[src/rtl/mips_fetch_unit.sv]
// ---------------------------------------------------------------------------
// mips_fetch_unit
//
// MIPS instruction-fetch stage. It holds the program counter, reads one word
// from a synchronous instruction memory, pushes {PC+4, instruction} to decode
// over a 4-phase bundled-data channel (f2d), then pulls a 33-bit redirect word
// back from decode over a second 4-phase channel (d2f). It then updates the PC
// and starts the next fetch.
//
// Ports:
//   IM_CLK   in   1   clock, shared with the instruction memory
//   Z_R      in   1   asynchronous active-high reset
//   IM_ADDR  out  32  instruction memory word address = {2'b00, PC[31:2]}
//   IM_DATA  in   32  instruction word, valid one edge after IM_ADDR
//   f2d_R    out  1   f2d request (fetch pushes)
//   f2d      out  64  [63:32] = PC+4, [31:0] = instruction
//   f2d_A    in   1   f2d acknowledge
//   d2f_R    out  1   d2f request (fetch pulls)
//   d2f      in   33  [32] = redirect taken, [31:0] = target address
//   d2f_A    in   1   d2f acknowledge, d2f data valid while high
//
// Parameters:
//   RESET_PC  PC loaded on reset (word aligned)
//
// Optional feature macro: FETCH_ALIGN_EN
//   When defined, the redirect target has bits [1:0] cleared before it is
//   loaded into the PC. When undefined, the target is loaded verbatim.
// ---------------------------------------------------------------------------
module mips_fetch_unit #(
    parameter logic [31:0] RESET_PC = 32'h0000_0000
) (
    input  logic        IM_CLK,
    input  logic        Z_R,
    output logic [31:0] IM_ADDR,
    input  logic [31:0] IM_DATA,
    output logic        f2d_R,
    output logic [63:0] f2d,
    input  logic        f2d_A,
    output logic        d2f_R,
    input  logic [32:0] d2f,
    input  logic        d2f_A
);

    typedef enum logic [2:0] {
        FETCH    = 3'd0,
        WAIT_MEM = 3'd1,
        PUSH     = 3'd2,
        PUSH_RTZ = 3'd3,
        PULL     = 3'd4,
        PULL_RTZ = 3'd5
    } fetchState_t;

    fetchState_t state_q, state_d;
    logic [31:0] pc_q, pc_d;
    logic [31:0] instr_q, instr_d;
    logic [31:0] f2dPc_q, f2dPc_d;
    logic        f2dReq_q, f2dReq_d;
    logic        d2fReq_q, d2fReq_d;
    logic [32:0] redirect_q, redirect_d;

    logic [31:0] pcPlus4;
    logic [31:0] redirectTarget;

    // PC+4 wraps modulo 2^32, so the top word of the address space falls
    // through to address zero.
    assign pcPlus4 = pc_q + 32'd4;

`ifdef FETCH_ALIGN_EN
    // Force the redirect onto a word boundary so every PC is aligned.
    assign redirectTarget = redirect_q[31:0] & 32'hFFFF_FFFC;
`else
    // Target taken verbatim; IM_ADDR still ignores PC[1:0].
    assign redirectTarget = redirect_q[31:0];
`endif

    // All outputs come straight from registers. The f2d payload is built from
    // two registers that only load in WAIT_MEM, so it stays frozen through the
    // whole push handshake.
    assign IM_ADDR = {2'b00, pc_q[31:2]};
    assign f2d     = {f2dPc_q, instr_q};
    assign f2d_R   = f2dReq_q;
    assign d2f_R   = d2fReq_q;

    // State register. Reset may arrive mid-handshake; both requests drop at
    // once and the machine restarts a fresh fetch from RESET_PC.
    always_ff @(posedge IM_CLK or posedge Z_R) begin
        if (Z_R) begin
            state_q    <= FETCH;
            pc_q       <= RESET_PC;
            instr_q    <= 32'd0;
            f2dPc_q    <= 32'd0;
            f2dReq_q   <= 1'b0;
            d2fReq_q   <= 1'b0;
            redirect_q <= 33'd0;
        end else begin
            state_q    <= state_d;
            pc_q       <= pc_d;
            instr_q    <= instr_d;
            f2dPc_q    <= f2dPc_d;
            f2dReq_q   <= f2dReq_d;
            d2fReq_q   <= d2fReq_d;
            redirect_q <= redirect_d;
        end
    end

    // Next-state logic. The push must fully return to zero before the pull
    // starts, which keeps the two requests mutually exclusive. The PC moves
    // only after the pull's acknowledge has returned to zero.
    always_comb begin
        state_d    = state_q;
        pc_d       = pc_q;
        instr_d    = instr_q;
        f2dPc_d    = f2dPc_q;
        f2dReq_d   = f2dReq_q;
        d2fReq_d   = d2fReq_q;
        redirect_d = redirect_q;

        case (state_q)
            FETCH: begin
                state_d = WAIT_MEM;
            end
            WAIT_MEM: begin
                instr_d  = IM_DATA;
                f2dPc_d  = pcPlus4;
                f2dReq_d = 1'b1;
                state_d  = PUSH;
            end
            PUSH: begin
                if (f2d_A) begin
                    f2dReq_d = 1'b0;
                    state_d  = PUSH_RTZ;
                end
            end
            PUSH_RTZ: begin
                if (!f2d_A) begin
                    d2fReq_d = 1'b1;
                    state_d  = PULL;
                end
            end
            PULL: begin
                if (d2f_A) begin
                    redirect_d = d2f;
                    d2fReq_d   = 1'b0;
                    state_d    = PULL_RTZ;
                end
            end
            PULL_RTZ: begin
                if (!d2f_A) begin
                    pc_d    = redirect_q[32] ? redirectTarget : pcPlus4;
                    state_d = FETCH;
                end
            end
            default: begin
                state_d = FETCH;
            end
        endcase
    end

endmodule

[config.mk]
export PLATFORM = sky130hd
export DESIGN_NAME = mips_fetch_unit
export DESIGN_NICKNAME = d
export VERILOG_FILES = /design/src/rtl/mips_fetch_unit.sv
export SDC_FILE = /design/constraint.sdc
export NUM_CORES = 1
export LEC_CHECK = 0
export CORE_MARGIN = 1
export CORE_UTILIZATION = 49
export DETAILED_ROUTE_END_ITERATION = 8
export GPL_TIMING_DRIVEN = 0
export PLACE_DENSITY = 0.79
export SYNTH_ARGS = -nofsm -noshare
export SYNTH_HDL_FRONTEND = slang
export SYNTH_SLANG_ARGS = --single-unit
[constraint.sdc]
create_clock -name IM_CLK -period 5.4 [get_ports IM_CLK]
set_input_delay 0.54 -clock IM_CLK [delete_from_list [all_inputs] [get_ports IM_CLK]]
set_output_delay 0.54 -clock IM_CLK [all_outputs]
set_load 0.03 [all_outputs]
==> results of run 1 <==
[state kept, by name, indices dropped and copies added (netlist names)]
register	flops
pc_q	32
state_q	3
redirect_q	33
instr_q	32
d2f_R	1
f2dPc_q	32
f2d_R	1
[per-layer routing]
layer	global-route usage, %	wire length [µm]
met1	39.9	8240
met3	5.45	1500
met4	12.2	460
met5	0	0
met2	47.5	9240
[stage by stage]
| stage | TNS [ps] | util [%] | hold slack, ps | std cells |
|---|---|---|---|---|
| floorplan | 0 | - | 433 | 685 |
| global placement | -63240 | 65.3 | 456 | 1021 |
| detailed placement | 0 | 65.6 | 462 | 1023 |
| CTS | 0 | 70.2 | 476 | 1055 |
| global route | 0 | 70.2 | 502 | 1055 |
| finish | 0 | 70.2 | 475 | 1055 |
[cells by family (layout without fill, tap and decap cells)]
family	Yosys count	in the layout	synth area share [%]
and+or+nand+nor	315	315	23.8
muxes	35	35	6.13
other	1	2	0.0585
buffers and inverters	64	262	4.20
AOI/OAI and AO/OA	122	122	11.7
adders and majority gates	1	1	0.195
DFF	134	134	52.3
xor gates and xnor gates	12	12	1.64
[power breakdown]
group	leakage [nW]	switching (W)	internal (W)
clock network	0.269	0.000454	0.000682
logic	1.81	0.00135	0.000894
registers	1.60	0.000281	0.00141
total	3.68	0.00209	0.00298
[cell type report]
cell class	count	area, µm²
fillers	966	3780
flip-flops and latches	134	3350
multi-input cells	487	2790
repair buffers	166	1680
clock buffers	18	429
plain buffers	58	246
well taps	172	215
clock inverters	14	151
inverters	6	27.5
[cells in the final DEF, fill, tap and decap left out, types with 8 or more instances in the layout]
| cell | instances |
|---|---|
| nor3_1 | 17 |
| clkbuf_1 | 44 |
| or3_1 | 23 |
| dfrtp_1 | 134 |
| a21oi_1 | 24 |
| clkdlybuf4s50_1 | 164 |
| nand2_1 | 144 |
| a31oi_1 | 16 |
| nor2_1 | 34 |
| mux2_2 | 34 |
| nand3_1 | 30 |
| xnor2_1 | 10 |
| buf_2 | 8 |
| o211ai_1 | 11 |
| clkbuf_16 | 17 |
| and3_1 | 17 |
| o21ai_0 | 43 |
| or4_1 | 12 |
| nand4_1 | 16 |
[worst max-delay path: stages, from the launching register on]
cell,delay [ps]
dfrtp_1,320
clkbuf_1,280
nor4bb_1,800
clkdlybuf4s18_2,380
clkbuf_1,290
buf_2,300
o21ai_0,130
o2bb2ai_1,150
[worst max path at each step]
stage / start / end / slack [ps] / cells past startpoint
2_1_floorplan: Z_R / d2f_R / 1280 / 1
3_3_place_gp: Z_R / redirect_q[25] / -480 / 2
3_5_place_dp: d2f_A / pc_q[12] / 2300 / 7
4_1_cts: state_q[2] / pc_q[11] / 2680 / 7
5_1_grt: state_q[2] / pc_q[12] / 2440 / 7
6_report: state_q[2] / pc_q[11] / 2610 / 7
==> summary.txt, run 1 <==
Setup path
  – R2R setup slack: 2610 ps
  – RR Startpoint: state_q[2]
  – RR Endpoint: pc_q[11]
  – Startpoint class of the critical path: register
  – WP data required: 5690 ps
  – CP Class: register to register
  – Worst Path Max Fanout: 10
  – Reg2Reg Depth: 7
  – CP arrival: 3080 ps
  – Crit end category: register

Synth
  – Yosys reg bits: 134
  – Synthesized cell area: 6410 µm²
  – Commonest cells in the netlist: 144 x nand2_1, 134 x dfrtp_1, 43 x clkbuf_1, 43 x o21ai_0
  – Post-synthesis async set-or-reset flop share: 100%
  – Top-count cell post-synth: nand2_1
  – Top cells by area, synth: dfrtp_1 52%, nand2_1 8.4%, mux2_2 6.0%
  – Yosys cell types: 49
  – Synth top area share: 52.3%
  – Synth Flop Type: dfrtp_1
  – Syn Area/Cell: 9.37 µm²
  – Synth area leader: dfrtp_1
  – YS warnings: 0
  – Sequential area share after synthesis: 52.3%
  – Cell count after synthesis: 684
  – Number of flops mapped to enable cells by yosys: 0

Drt
  – Via count: 6041
  – Routed vias/inst: 5.73
  – Drt wl/cell: 18.4 µm
  – Final ANT Viol Nets: 0
  – Pre-antenna DRT Iters: 5
  – WL final: 19400 µm
  – Iter 0 DRT Violations: 457
  – Drc violations: 0

Run status
  – Status: completed

Timing
  – Slew Limit Fails: 0
  – Endpoints failing hold: 0
  – Tcrit/Tclk final: 51.7%
  – Maximum clock rate: 358 MHz
  – RSZ-0062 raised after global routing: false
  – Worst Tran Pin Value: 1190 ps
  – Final setup fails: 0
  – Clk_skew: 4.59 ps
  – Final worst-path setup slack: 2610 ps
  – Slew HR: 20.3%
  – Tmin final: 2790 ps

Layout
  – P&R area growth vs syn: 38.7%
  – Final Cell Area: 8890 µm²
  – Share of layout cells above drive strength 1: 9.51%
  – ANT cells: 0
  – Nets: 940

Power and ir drop
  – Worst IR Drop VDD: 0.287 mV
  – Pwr Total: 0.00507 W
  – Pwr/cell area: 570 nW/µm²
  – LEAKAGE: 3.68 nW

Clock network
  – CTS tree: done
  – CTS-repair resized insts: 0
  – Reg clk slew, reported paths: 60 ps
  – Worst-Skew Late Latency: 420 ps
  – CTS max path bufs: 2
  – CTS H-tree depth: 4
  – Root Buffer: clkbuf_16
  – # clock sinks: 134
  – CTS Buf Count: 17
  – Postcts setup bufs: 0
  – CTS Hold Bufs: 0

Placement
  – Number of buffers added on ports: 164
  – DP Worst Slack: 2300 ps
  – Placed Area: 8310 µm²
  – HPWL Detailed: 14400 µm
  – Placer congestion estimate: 0.896

Floorplanning
  – # IOs: 167
  – Std-Cell Core Area: 12700 µm²
  – Die height: 116 µm
  – Die area: 13500 µm²
  – Initial Util: 50.6%
  – Die width: 116 µm
  – Row cnt: 41

Global route
  – Largest net degree at the start of global routing: 70
  – GRT Overall Usage: 29.7%
  – Vias in the first global route: 5763
  – Global-route wire length before repair: 30300 µm
  – Grt ovf: 0
  – Initial antenna violation count: 0

Run
  – Max_cap viols: 0

Worst hold path
  – Worst hold path endpoint: instr_q[19]
  – Hold Path Stages: 2
  – Hold WC Path Type: register to register
  – HP Start: instr_q[19]
(Power assumes the default switching activity.)
==> run 2: changes to the inputs <==
==> constraint.sdc (replaced) <==
create_clock -name IM_CLK -period 2.7 [get_ports IM_CLK]
set_input_delay 0.27 -clock IM_CLK [delete_from_list [all_inputs] [get_ports IM_CLK]]
set_output_delay 0.27 -clock IM_CLK [all_outputs]
set_load 0.03 [all_outputs]
==> summary.txt, run 2 (same netlist as run 1, synthesis figures left out) <==
Clock network
  – Root Buffer: clkbuf_16
  – Worst-Skew Late Latency: 420 ps
  – CTS Buf Count: 17
  – Reg clk slew, reported paths: 60 ps
  – CTS-repair resized insts: 0
  – # clock sinks: 134
  – CTS Hold Bufs: 0
  – Postcts setup bufs: 0
  – CTS max path bufs: 2
  – CTS H-tree depth: 4
  – CTS tree: done

Power and ir drop
  – Int Pwr: 0.00608 W
  – Switching part of the total: 40.7%
  – Clock Power Share: 22.7%
  – Pwr/cell area: 1140 nW/µm²
  – Pwr Total: 0.0102 W
  – Worst IR Drop VDD: 0.554 mV
  – Logic pwr share: 44.3%
  – LEAKAGE: 3.71 nW
  – NetSw: 0.00417 W
  – Sequential power share: 33.0%

Timing
  – Maximum clock rate: 389 MHz
  – Endpoints failing hold: 0
  – Slew Limit Fails: 0
  – Worst Tran Pin Value: 1110 ps
  – Final worst-path setup slack: 127 ps
  – RSZ-0062 raised after global routing: false
  – Final setup fails: 0
  – WHS: 275 ps
  – Slew HR: 25.7%
  – Clk_skew: 8.10 ps
  – Tmin final: 2570 ps
  – Tcrit/Tclk final: 95.3%

Drt
  – Iter 0 DRT Violations: 473
  – WL final: 19600 µm
  – Via count: 6050
  – Pre-antenna DRT Iters: 8
  – Routed vias/inst: 5.73
  – Drt wl/cell: 18.6 µm
  – Drc violations: 0
  – Final ANT Viol Nets: 0

Setup path
  – Worst Path Max Fanout: 9
  – Most Frequent Cell on Critical Path: or4_1
  – Buffers plus inverters on the worst setup path: 1
  – Critical path, cell by cell: ha_2 > nand2_1 > or4_1 > clkbuf_1 > or4_1 > a31oi_1
  – Crit end category: register
  – Slowest CP cell: or4_1
  – CP arrival: 2910 ps
  – WP data required: 3040 ps
  – Startpoint class of the critical path: register
  – Crit-path max cell delay: 540 ps
  – Delay-heaviest family, CP: simple AND/OR/NAND/NOR gates
  – CP Class: register to register

Placement
  – DP Worst Slack: -37.6 ps
  – HPWL Detailed: 14700 µm
  – Placer congestion estimate: 0.914
  – Dpl cells: 1024
  – Number of buffers added on ports: 164

Global route
  – Vias in the first global route: 5841
  – Initial antenna violation count: 0
  – Global-route wire length before repair: 30300 µm
  – GRT Overall Usage: 30.1%
  – Grt ovf: 0
  – Largest net degree at the start of global routing: 44

Worst hold path
  – Hold WC Path Type: primary input to async pin

Layout
  – ANT cells: 0
  – Share of layout cells above drive strength 1: 9.85%
  – Commonest non-fill, non-tap cell in the layout: clkdlybuf4s50_1
  – Most frequent cells in the layout: 164 x clkdlybuf4s50_1, 144 x nand2_1, 134 x dfrtp_1
  – Final std cells w/o fill: 1055
  – Max FFs per register: 33
  – P&R area growth vs syn: 39.7%
  – Reg with most FFs: redirect_q
  – Nets: 941

Floorplanning
  – # IOs: 167
  – Die height: 116 µm
  – Die area: 13500 µm²
  – Initial Util: 50.6%
  – Std-Cell Core Area: 12700 µm²
  – Row cnt: 41
  – Die width: 116 µm

Run status
  – Status: completed

Run
  – Max_cap viols: 0
==> run 2: layer usage <==
metal	vias up	track usage [%]	wire length (µm)
li1	2795	-	-
met1	2914	40.3	8310
met2	307	47.0	9170
met3	34	6.49	1680
met4	0	13.6	447
met5	-	0	0
==> run 2: layout make-up <==
type	count	area, µm²
fill	983	3720
sequential	134	3350
multi-input combinational	487	2810
timing repair buffer	167	1700
clock buffer	21	480
buffer	58	246
tap	172	215
clock inverter	10	120
inverter	6	26.3
==> run 2: per-stage QoR <==
stage                     utilization [%]  area, µm²  setup TNS [ps]
after global routing                 70.7       8950               0
final                                70.7       8950               0
after CTS                            70.6       8940               0
after detailed placement             65.8       8340            -799
after floorplan                         -       6420               0
after global placement               65.3       8280          -55870
==> run 2: path summary, 6_finish.rpt <==
| path | from | to | slack, ps | cells after the start |
|---|---|---|---|---|
| hold reg to reg | instr_q[18] | instr_q[18] | 470 | 2 |
| setup / recovery | pc_q[2] | f2dPc_q[18] | 130 | 6 |
| hold / removal | Z_R | f2d_R | 270 | 2 |
| setup reg to reg | pc_q[2] | f2dPc_q[18] | 130 | 6 |
| max in group asynchronous | Z_R | redirect_q[7] | 1320 | 5 |
| min in group IM_CLK | IM_DATA[31] | instr_q[31] | 380 | 3 |
==> run 2: power by group through the flow <==
stage	registers [W]	logic, W	clock network (W)
after CTS	0.00337	0.00454	0.00234
final	0.00338	0.00454	0.00233
after detailed placement	0.00340	0.00452	0
after floorplan	0.00435	0.00164	0
after global routing	0.00347	0.00489	0.00242
after global placement	0.00335	0.00435	0
==> run 3: changes to the inputs <==
--- a/config.mk
+++ b/config.mk
@@ -7,8 +7,8 @@
 export LEC_CHECK = 0
 export CORE_MARGIN = 1
 export CORE_UTILIZATION = 49
+export CTS_CLUSTER_SIZE = 40
 export DETAILED_ROUTE_END_ITERATION = 8
-export GPL_TIMING_DRIVEN = 0
 export PLACE_DENSITY = 0.79
 export SYNTH_ARGS = -nofsm -noshare
 export SYNTH_HDL_FRONTEND = slang
==> summary.txt, run 3 (same netlist as run 1, synthesis figures left out) <==
Setup path
  – Delay-heaviest family, CP: simple AND/OR/NAND/NOR gates
  – Crit end category: register
  – Buffers plus inverters on the worst setup path: 0
  – Levels on crit path: 5
  – Reg2Reg Depth: 5
  – Worst Path Max Fanout: 9
  – WP data required: 3030 ps
  – Most Frequent Cell on Critical Path: or4_1
  – CP Launch Point: pc_q[3]
  – Crit-path max cell delay: 680 ps
  – Critical path, cell by cell: ha_1 > nand2_1 > or4_1 > or4_1 > a31oi_1
  – R2R setup slack: 300 ps
  – Slowest CP cell: or4_1
  – Worst Setup EP: f2dPc_q[18]
  – Startpoint class of the critical path: register
  – CP Class: register to register
  – CP arrival: 2730 ps
  – RR Endpoint: f2dPc_q[18]
  – RR Startpoint: pc_q[3]

Floorplanning
  – Initial Util: 50.6%
  – Die width: 116 µm
  – Die area: 13500 µm²
  – # IOs: 167
  – Std-Cell Core Area: 12700 µm²
  – Die height: 116 µm
  – Row cnt: 41

Drt
  – WL final: 17500 µm
  – Drc violations: 0
  – Pre-antenna DRT Iters: 6
  – Final ANT Viol Nets: 0
  – Routed vias/inst: 5.61
  – Via count: 5681
  – Drt wl/cell: 17.3 µm
  – Iter 0 DRT Violations: 418

Global route
  – Grt ovf: 0
  – Vias in the first global route: 5391
  – Global-route wire length before repair: 27400 µm
  – Initial antenna violation count: 0
  – Largest net degree at the start of global routing: 60
  – GRT Overall Usage: 26.6%

Clock network
  – Root Buffer: clkbuf_16
  – CTS tree: done
  – CTS H-tree depth: 4
  – CTS Hold Bufs: 0
  – CTS max path bufs: 2
  – CTS Buf Count: 17
  – # clock sinks: 134
  – Worst-Skew Late Latency: 420 ps
  – Reg clk slew, reported paths: 60 ps
  – CTS-repair resized insts: 0
  – Postcts setup bufs: 0

Timing
  – Tcrit/Tclk final: 88.7%
  – Worst Tran Pin Value: 630 ps
  – Slew Limit Fails: 0
  – RSZ-0062 raised after global routing: false
  – Slew HR: 57.6%
  – Maximum clock rate: 417 MHz
  – Setup TNS Final: 0 ps
  – Final setup fails: 0
  – Endpoints failing hold: 0
  – WHS: 216 ps
  – Tmin final: 2400 ps
  – Clk_skew: 9.16 ps

Layout
  – ANT cells: 0
  – Fin util: 69.8%
  – P&R area growth vs syn: 38.0%
  – Max FFs per register: 33
  – Nets: 897
  – Reg with most FFs: redirect_q
  – Most frequent cells in the layout: 164 x clkdlybuf4s50_1, 143 x nand2_1, 133 x dfrtp_1
  – Fillers: 954
  – Share of layout cells above drive strength 1: 11.1%
  – Commonest non-fill, non-tap cell in the layout: clkdlybuf4s50_1

Power and ir drop
  – LEAKAGE: 3.67 nW
  – Pwr Total: 0.0102 W
  – Worst IR Drop VDD: 0.514 mV
  – Pwr/cell area: 1150 nW/µm²

Placement
  – Placer congestion estimate: 0.938
  – HPWL Detailed: 12700 µm
  – Number of buffers added on ports: 164

Worst hold path
  – Hold WC Path Type: primary input to async pin

Run status
  – Status: completed

Run
  – Max_cap viols: 0
-- run 3: cell types whose count changed in the layout (fill, tap and decap cells not counted), moves of 2 or more --
cell / delta
clkinv_4: -2
clkinv_2: -2
clkbuf_1: -43
buf_1: -3
buf_4: +11
inv_6: +3
buf_2: -8
clkinvlp_4: +2
-- run 3: per-layer routing --
metal  vias to the layer above  GRT usage (%)  routed length [µm]
met5                         -              0                   0
met4                         0           10.6                 403
met2                       195           41.8                8250
met3                        26           6.18                1160
met1                      2746           35.6                7680
li1                       2714              -                   -
-- run 3: layout make-up --
type                       count  area (µm²)  area share, %
clock inverter                12         164           1.85
sequential                   134        3350           37.9
timing repair buffer         181        1810           20.4
tap                          172         215           2.43
clock buffer                  20         467           5.27
inverter                       6        26.3          0.297
multi-input combinational    487        2820           31.8
-- run 3: report_power, final --
group / total [W] / internal [W] / switching, W
registers: 0.00348 / 0.00282 / 0.000660
logic: 0.00431 / 0.00179 / 0.00252
clock network: 0.00243 / 0.00154 / 0.000890
total: 0.0102 / 0.00615 / 0.00407
-- run 3: how the worst min path moves through the flow --
stage,startpoint,end,cells past startpoint
final,Z_R,f2d_R,2
after global placement,pc_q[0],f2dPc_q[0],2
after CTS,Z_R,f2d_R,2
after floorplan,IM_DATA[0],instr_q[0],2
after detailed placement,pc_q[1],f2dPc_q[1],2
after global routing,Z_R,f2d_R,2
-- run 3: stage by stage --
stage	instance area, µm²	cells	setup WS, ps
finish	8850	1012	304
CTS	8850	1012	322
global route	8850	1012	171
floorplan	6420	685	286
global placement	8220	980	456
detailed placement	8220	980	342
